<file path="config.mk">
export PLATFORM = sky130hd
export DESIGN_NAME = adc128s052_emu
export DESIGN_NICKNAME = d
export VERILOG_FILES = /design/src/rtl/adc128s052_pkg.sv /design/src/rtl/adc128s052_emu_spi_edge_sync.sv /design/src/rtl/adc128s052_emu.sv
export SDC_FILE = /design/constraint.sdc
export NUM_CORES = 1
export LEC_CHECK = 0
export BUFFER_PORTS_ARGS = -buffer_cell sky130_fd_sc_hd__buf_4
export CORE_AREA = 5 5 117 119
export CTS_CLUSTER_DIAMETER = 50
export DETAILED_ROUTE_END_ITERATION = 7
export DIE_AREA = 0 0 122 124
export PLACE_DENSITY_LB_ADDON = 0.1
export SLEW_MARGIN = 20
export SYNTH_ARGS = -nofsm -noshare
export SYNTH_HDL_FRONTEND = slang
export SYNTH_HIERARCHICAL = 1
export SYNTH_SLANG_ARGS = --single-unit
</file>
<file path="constraint.sdc">
create_clock -name clk -period 5.9 [get_ports clk]
set_input_delay 1.18 -clock clk [delete_from_list [all_inputs] [get_ports clk]]
set_output_delay 1.18 -clock clk [all_outputs]
set_load 0.03 [all_outputs]
</file>
<file path="src/rtl/adc128s052_pkg.sv">
`default_nettype none
// ============================================================================
// Module      : adc128s052_pkg
// Description : Shared constants and types for the ADC128S052 controller and
//               its device-side emulator: frame geometry, channel type and
//               emulator FSM encoding.
// Revision    : 1.0 - initial release
// ============================================================================
package adc128s052_pkg;

  // Converter geometry
  localparam int ADC_BITS       = 12;
  localparam int NUM_CH         = 8;
  localparam int FRAME_BITS     = 16;
  localparam int ADDR_FIRST_BIT = 3;
  localparam int LEAD_ZEROS     = 4;
  localparam int CH_BITS        = $clog2(NUM_CH);

  // Bit counter spans 0..FRAME_BITS
  localparam int CNT_BITS = $clog2(FRAME_BITS + 1);

  typedef logic [CH_BITS-1:0]    ch_t;
  typedef logic [ADC_BITS-1:0]   code_t;
  typedef logic [FRAME_BITS-1:0] frame_t;
  typedef logic [CNT_BITS-1:0]   cnt_t;

  // Counter values of interest (bit_cnt holds the number of rising edges seen)
  localparam cnt_t CNT_ZERO  = cnt_t'(0);
  localparam cnt_t CNT_ONE   = cnt_t'(1);
  localparam cnt_t CNT_LAST  = cnt_t'(FRAME_BITS - 1);
  localparam cnt_t CNT_FRAME = cnt_t'(FRAME_BITS);
  // Address bits are captured on rising edges ADDR_FIRST_BIT .. +2, i.e. when
  // the counter still holds the edge number minus one.
  localparam cnt_t CNT_ADDR2 = cnt_t'(ADDR_FIRST_BIT - 1);
  localparam cnt_t CNT_ADDR1 = cnt_t'(ADDR_FIRST_BIT);
  localparam cnt_t CNT_ADDR0 = cnt_t'(ADDR_FIRST_BIT + 1);

  // Emulator FSM encoding
  typedef logic [0:0] state_t;
  localparam state_t ST_IDLE   = 1'b0;
  localparam state_t ST_ACTIVE = 1'b1;

  // Serial word for one conversion: leading zeros then the code, MSB first
  function automatic frame_t frame_word(input code_t code);
    return {{LEAD_ZEROS{1'b0}}, code};
  endfunction

endpackage
`default_nettype wire

</file>
<file path="src/rtl/adc128s052_emu_spi_edge_sync.sv">
`default_nettype none
// ============================================================================
// Module      : spi_edge_sync
// Description : N-stage synchronizer for one asynchronous SPI pin, with a
//               delayed copy of the last stage for rise/fall pulse detection.
// Revision    : 1.0 - initial release
// ============================================================================
module spi_edge_sync #(
  parameter int   STAGES    = 2,
  parameter logic RESET_VAL = 1'b0
) (
  input  logic clk,
  input  logic rst_n,
  input  logic async_in,
  output logic level,
  output logic rise,
  output logic fall
);

  logic [STAGES-1:0] sync_q;
  logic              dly_q;

  // Shift the pin through the synchronizer chain and keep one delayed copy
  always_ff @(posedge clk or negedge rst_n) begin
    if (!rst_n) begin
      sync_q <= {STAGES{RESET_VAL}};
      dly_q  <= RESET_VAL;
    end else begin
      sync_q <= {sync_q[STAGES-2:0], async_in};
      dly_q  <= sync_q[STAGES-1];
    end
  end

  assign level = sync_q[STAGES-1];
  assign rise  = level & ~dly_q;
  assign fall  = ~level & dly_q;

endmodule
`default_nettype wire

</file>
<file path="src/rtl/adc128s052_emu.sv">
`default_nettype none
// ============================================================================
// Module      : adc128s052_emu
// Description : Device-side SPI emulation of the ADC128S052. Oversamples
//               CS/SCLK/DIN, captures the next-channel address and shifts
//               12-bit codes from an 8-entry register file out on DOUT.
// Revision    : 1.0 - initial release
// ============================================================================
module adc128s052_emu
  import adc128s052_pkg::*;
#(
  parameter int          SYNC_STAGES = 2,
  parameter logic [11:0] RESET_CODE  = 12'h000
) (
  input  logic        clk,
  input  logic        rst_n,
  input  logic        cs_n,
  input  logic        sclk,
  input  logic        din,
  output logic        dout,
  output logic        dout_oe,
  input  logic        wr_en,
  input  logic [2:0]  wr_ch,
  input  logic [11:0] wr_data,
  output logic        frame_done,
  output logic [2:0]  frame_ch,
  output logic [2:0]  next_ch,
  output logic        abort
);

  // --------------------------------------------------------------------------
  // Pin synchronizers
  // --------------------------------------------------------------------------
  logic cs_level_unused;
  logic cs_rise;
  logic cs_fall;
  logic sclk_level_unused;
  logic sclk_rise;
  logic sclk_fall;
  logic din_s;
  logic din_rise_unused;
  logic din_fall_unused;

  // cs_n resets to the asserted level: if the controller is mid-frame when
  // reset releases, no fall is seen until cs_n has first been high again.
  spi_edge_sync #(
    .STAGES    (SYNC_STAGES),
    .RESET_VAL (1'b0)
  ) u_cs_sync (
    .clk      (clk),
    .rst_n    (rst_n),
    .async_in (cs_n),
    .level    (cs_level_unused),
    .rise     (cs_rise),
    .fall     (cs_fall)
  );

  // SCLK idles high, so reset to high to avoid a spurious falling edge
  spi_edge_sync #(
    .STAGES    (SYNC_STAGES),
    .RESET_VAL (1'b1)
  ) u_sclk_sync (
    .clk      (clk),
    .rst_n    (rst_n),
    .async_in (sclk),
    .level    (sclk_level_unused),
    .rise     (sclk_rise),
    .fall     (sclk_fall)
  );

  // din shares the sclk delay, so its level is aligned with sclk_rise
  spi_edge_sync #(
    .STAGES    (SYNC_STAGES),
    .RESET_VAL (1'b0)
  ) u_din_sync (
    .clk      (clk),
    .rst_n    (rst_n),
    .async_in (din),
    .level    (din_s),
    .rise     (din_rise_unused),
    .fall     (din_fall_unused)
  );

  // --------------------------------------------------------------------------
  // Channel register file
  // --------------------------------------------------------------------------
  code_t regfile [NUM_CH];

  // Host writes; the read path below sees the pre-write value in that clk
  always_ff @(posedge clk or negedge rst_n) begin
    if (!rst_n) begin
      for (int i = 0; i < NUM_CH; i++) begin
        regfile[i] <= RESET_CODE;
      end
    end else if (wr_en) begin
      regfile[wr_ch] <= wr_data;
    end
  end

  // --------------------------------------------------------------------------
  // Frame FSM
  // --------------------------------------------------------------------------
  state_t state_q;
  state_t state_d;

  // State register
  always_ff @(posedge clk or negedge rst_n) begin
    if (!rst_n) begin
      state_q <= ST_IDLE;
    end else begin
      state_q <= state_d;
    end
  end

  // Next state: a cs_n fall opens a frame, a cs_n rise closes it
  always_comb begin
    state_d = state_q;
    case (state_q)
      ST_IDLE:   if (cs_fall) state_d = ST_ACTIVE;
      ST_ACTIVE: if (cs_rise) state_d = ST_IDLE;
      default:   state_d = ST_IDLE;
    endcase
  end

  // FSM outputs: DOUT is only driven onto the bus while a frame is active
  always_comb begin
    dout_oe = 1'b0;
    if (state_q == ST_ACTIVE) begin
      dout_oe = 1'b1;
    end
  end

  // --------------------------------------------------------------------------
  // Shift datapath
  // --------------------------------------------------------------------------
  cnt_t   bit_cnt;
  ch_t    cur_ch;
  ch_t    addr_q;
  frame_t shift_reg;
  frame_t load_word;

  assign load_word = frame_word(regfile[cur_ch]);

  // Bit counting, address capture and DOUT shifting on synchronized edges;
  // cs_n activity is checked first so it wins over a coincident SCLK edge.
  always_ff @(posedge clk or negedge rst_n) begin
    if (!rst_n) begin
      bit_cnt    <= CNT_ZERO;
      cur_ch     <= '0;
      addr_q     <= '0;
      shift_reg  <= '0;
      dout       <= 1'b0;
      frame_done <= 1'b0;
      frame_ch   <= '0;
      next_ch    <= '0;
      abort      <= 1'b0;
    end else begin
      frame_done <= 1'b0;
      abort      <= 1'b0;
      if (state_q == ST_IDLE) begin
        bit_cnt <= CNT_ZERO;
        cur_ch  <= '0;
        dout    <= 1'b0;
      end else if (cs_rise) begin
        // Frame closed early: flag it and drop the partial address
        abort   <= (bit_cnt != CNT_ZERO) && (bit_cnt != CNT_FRAME);
        bit_cnt <= CNT_ZERO;
        cur_ch  <= '0;
        dout    <= 1'b0;
      end else if (sclk_fall) begin
        if (bit_cnt == CNT_ZERO) begin
          dout      <= load_word[FRAME_BITS-1];
          shift_reg <= {load_word[FRAME_BITS-2:0], 1'b0};
        end else begin
          dout      <= shift_reg[FRAME_BITS-1];
          shift_reg <= {shift_reg[FRAME_BITS-2:0], 1'b0};
        end
      end else if (sclk_rise) begin
        if (bit_cnt == CNT_LAST) begin
          // Rising edge 16: report the frame and switch to the new channel
          frame_done <= 1'b1;
          frame_ch   <= cur_ch;
          next_ch    <= addr_q;
          cur_ch     <= addr_q;
          bit_cnt    <= CNT_ZERO;
        end else begin
          bit_cnt <= bit_cnt + CNT_ONE;
          case (bit_cnt)
            CNT_ADDR2: addr_q[CH_BITS-1] <= din_s;
            CNT_ADDR1: addr_q[CH_BITS-2] <= din_s;
            CNT_ADDR0: addr_q[CH_BITS-3] <= din_s;
            default:   ;
          endcase
        end
      end
    end
  end

endmodule
`default_nettype wire

</file>
==> impl_metrics.csv <==
group,metric,value,unit
outcome,outcome,"completed",
critical_path,crit_chain,"buf_4 -> nand4b_1 -> mux2_2",
synthesis,synth_area,6110,um2
clocking,insertion_delay,0.41,ns
place,finalWeightedCongestion,0.790,
timing,rsz0062_at_grt,"false",
power_and_ir_drop,p_leak,0.00300,uW
timing,final_max_slew_viol_count,0,
critical_path,cp-start-kind,"input port",
grt,grt_max_degree,89,
route,drc,0,
timing,setup_violations,0,
route,vias_per_cell,5.63,
synthesis,netlist_instances,417,
critical_path,crit_slowest_cell,"nand4b_1",
critical_path,path_depth,3,
run,cap_violations,0,
die,die_w,122,um
synthesis,synth_nets,441,
layout,largest_reg_flops,96,
power_and_ir_drop,power.density,359,nW/um2
place,portBuffers,30,
route,vias,3547,
timing,setup_tns,0,ns
power_and_ir_drop,total_power,2530,uW
place,place_hpwl,7250,um
clocking,clk_pin_slew,0.06,ns
layout,area_growth,15.5,%
critical_path,path_class,"in2reg",
grt,antenna_found_initial,0,
clocking,clock-root-buffer,"clkbuf_16",
die,die_y,124,um
clocking,tritoncts,"yes",
critical_path,startpoint,"wr_ch[1]",
route,wire_per_inst,18.8,um
die,num_rows,41,
layout,nNetsFinal,470,
layout,finish.utilization,56.6,%
die,num_io_pins,31,
die,start_util,49.0,%
critical_path,rr_endpoint,"shift_reg[11]$_DFFE_PN0P_",
power_and_ir_drop,ir_drop,0.000249,V
synthesis,synth_warnings,6,
timing,period_needed,2.52,ns
clocking,clkSinkCount,140,
timing,final_hold_viol_count,0,
clocking,h-tree-depth,4,
grt,grt_pass1_wl,19700,um
critical_path,cp_max_fo,12,
layout,drive_above_1_share,43.9,%
clocking,cts_buffers,17,
route,dr.pass1.iters,4,
timing,relSlewSlack,29.7,%
critical_path,crit_family,"simple AND/OR/NAND/NOR gates",
critical_path,reg2reg_depth,4,
critical_path,cp_num_buf_inv,1,
timing,tightest_slew,1.05,ns
route,drt-total-wl,11900,um
synthesis,avgSynthCellArea,14.7,um2
clocking,cts-resized-gates,0,
clocking,cts_setup_buffers,0,
grt,grt_usage,17.4,%
critical_path,crit_path_end,"regfile[31]$_DFFE_PN0P_",
grt,grt_overflow,0,
timing,max_freq,0.397,GHz
critical_path,crit_path_end_kind,"flip-flop",
clocking,cts.path.max_buffers,2,
critical_path,reg2reg_from,"u_sclk_sync/dly_q$_DFF_PN1_",
timing,fin_crit_sh,42.6,%
timing,finClkSkew,0.00784,ns
die,dieArea,15100,um2
critical_path,required,6.19,ns
critical_path,crit_path_max_incr_delay,0.88,ns
hold_path,hp-class,"reg2reg",
die,core_area,12500,um2
clocking,holdBufCountCts,0,
route,drt_iter0_drc,208,
critical_path,crit_arrival,2.80,ns
route,antenna_left,0,
grt,grt_pass1_vias,3667,
layout,antennaDiodeCount,0,
critical_path,rrSetupSlack,3.41,ns
[worst register-to-register path: stages (launching register included)]
cell and delay, ns:
dfstp_2 0.52, and2b_2 0.17, nand3b_1 0.48, nor2_1 0.95, a221o_2 0.30
[layout by cell type, fill, tap and decap left out, drive strengths merged, types with 3 or more instances in the layout]
master,n
inv,5
nand2,13
nand3,5
clkbuf,23
mux2i,14
nor2b,3
dfstp,3
nor3b,3
a22oi,9
nand2b,6
nand4b,4
nor2,6
ha,3
nor3,4
a21oi,7
mux2,107
o21ai,14
clkinv,6
mux4,19
a22o,3
buf,35
dfrtp,137
nand3b,4
[worst min path at each step]
stage | start | end | slack, ns | cells after the start
after floorplan | u_cs_sync/sync_q[0]$_DFF_PN0_ | u_cs_sync/sync_q[1]$_DFF_PN0_ | 0.33 | 0
after global placement | u_cs_sync/sync_q[0]$_DFF_PN0_ | u_cs_sync/sync_q[1]$_DFF_PN0_ | 0.33 | 0
after detailed placement | u_cs_sync/sync_q[0]$_DFF_PN0_ | u_cs_sync/sync_q[1]$_DFF_PN0_ | 0.34 | 0
after CTS | u_sclk_sync/sync_q[0]$_DFF_PN1_ | u_sclk_sync/sync_q[1]$_DFF_PN1_ | 0.36 | 0
after global routing | u_cs_sync/sync_q[0]$_DFF_PN0_ | u_cs_sync/sync_q[1]$_DFF_PN0_ | 0.36 | 0
final | u_sclk_sync/sync_q[0]$_DFF_PN1_ | u_sclk_sync/sync_q[1]$_DFF_PN1_ | 0.36 | 0
[layer usage]
metal / track usage (%) / share of wire [%] / routed length (um)
met5: 0 / 0 / 0
met4: 7.21 / 1.5 / 182
met2: 28.1 / 49 / 5820
met3: 3.91 / 3.2 / 385
met1: 23.0 / 46 / 5480
[metrics by stage]
step | hold slack, ns | instances | area [um2] | worst slack [ns]
6_report | 0.355 | 630 | 7060 | 3.38
4_1_cts | 0.356 | 630 | 7060 | 3.23
3_5_place_dp | 0.339 | 599 | 6510 | 2.81
3_3_place_gp | 0.335 | 599 | 6500 | 2.88
2_1_floorplan | 0.331 | 417 | 6110 | 3.52
5_1_grt | 0.362 | 630 | 7060 | 3.17
[report_power, final]
| part | switching [uW] | internal, uW | leakage (uW) |
|---|---|---|---|
| combinational | 120 | 198 | 0.00100 |
| sequential | 94.1 | 1150 | 0.00173 |
| clock | 368 | 605 | 0.000272 |
| total | 583 | 1950 | 0.00300 |
[layout make-up]
cell class	count	area [um2]
clock buffer	23	478
clock inverter	8	67.6
fill	1046	5400
inverter	5	18.8
multi-input combinational	247	2510
sequential	140	3510
tap	172	215
timing repair buffer	35	267
(Power assumes the default switching activity.)
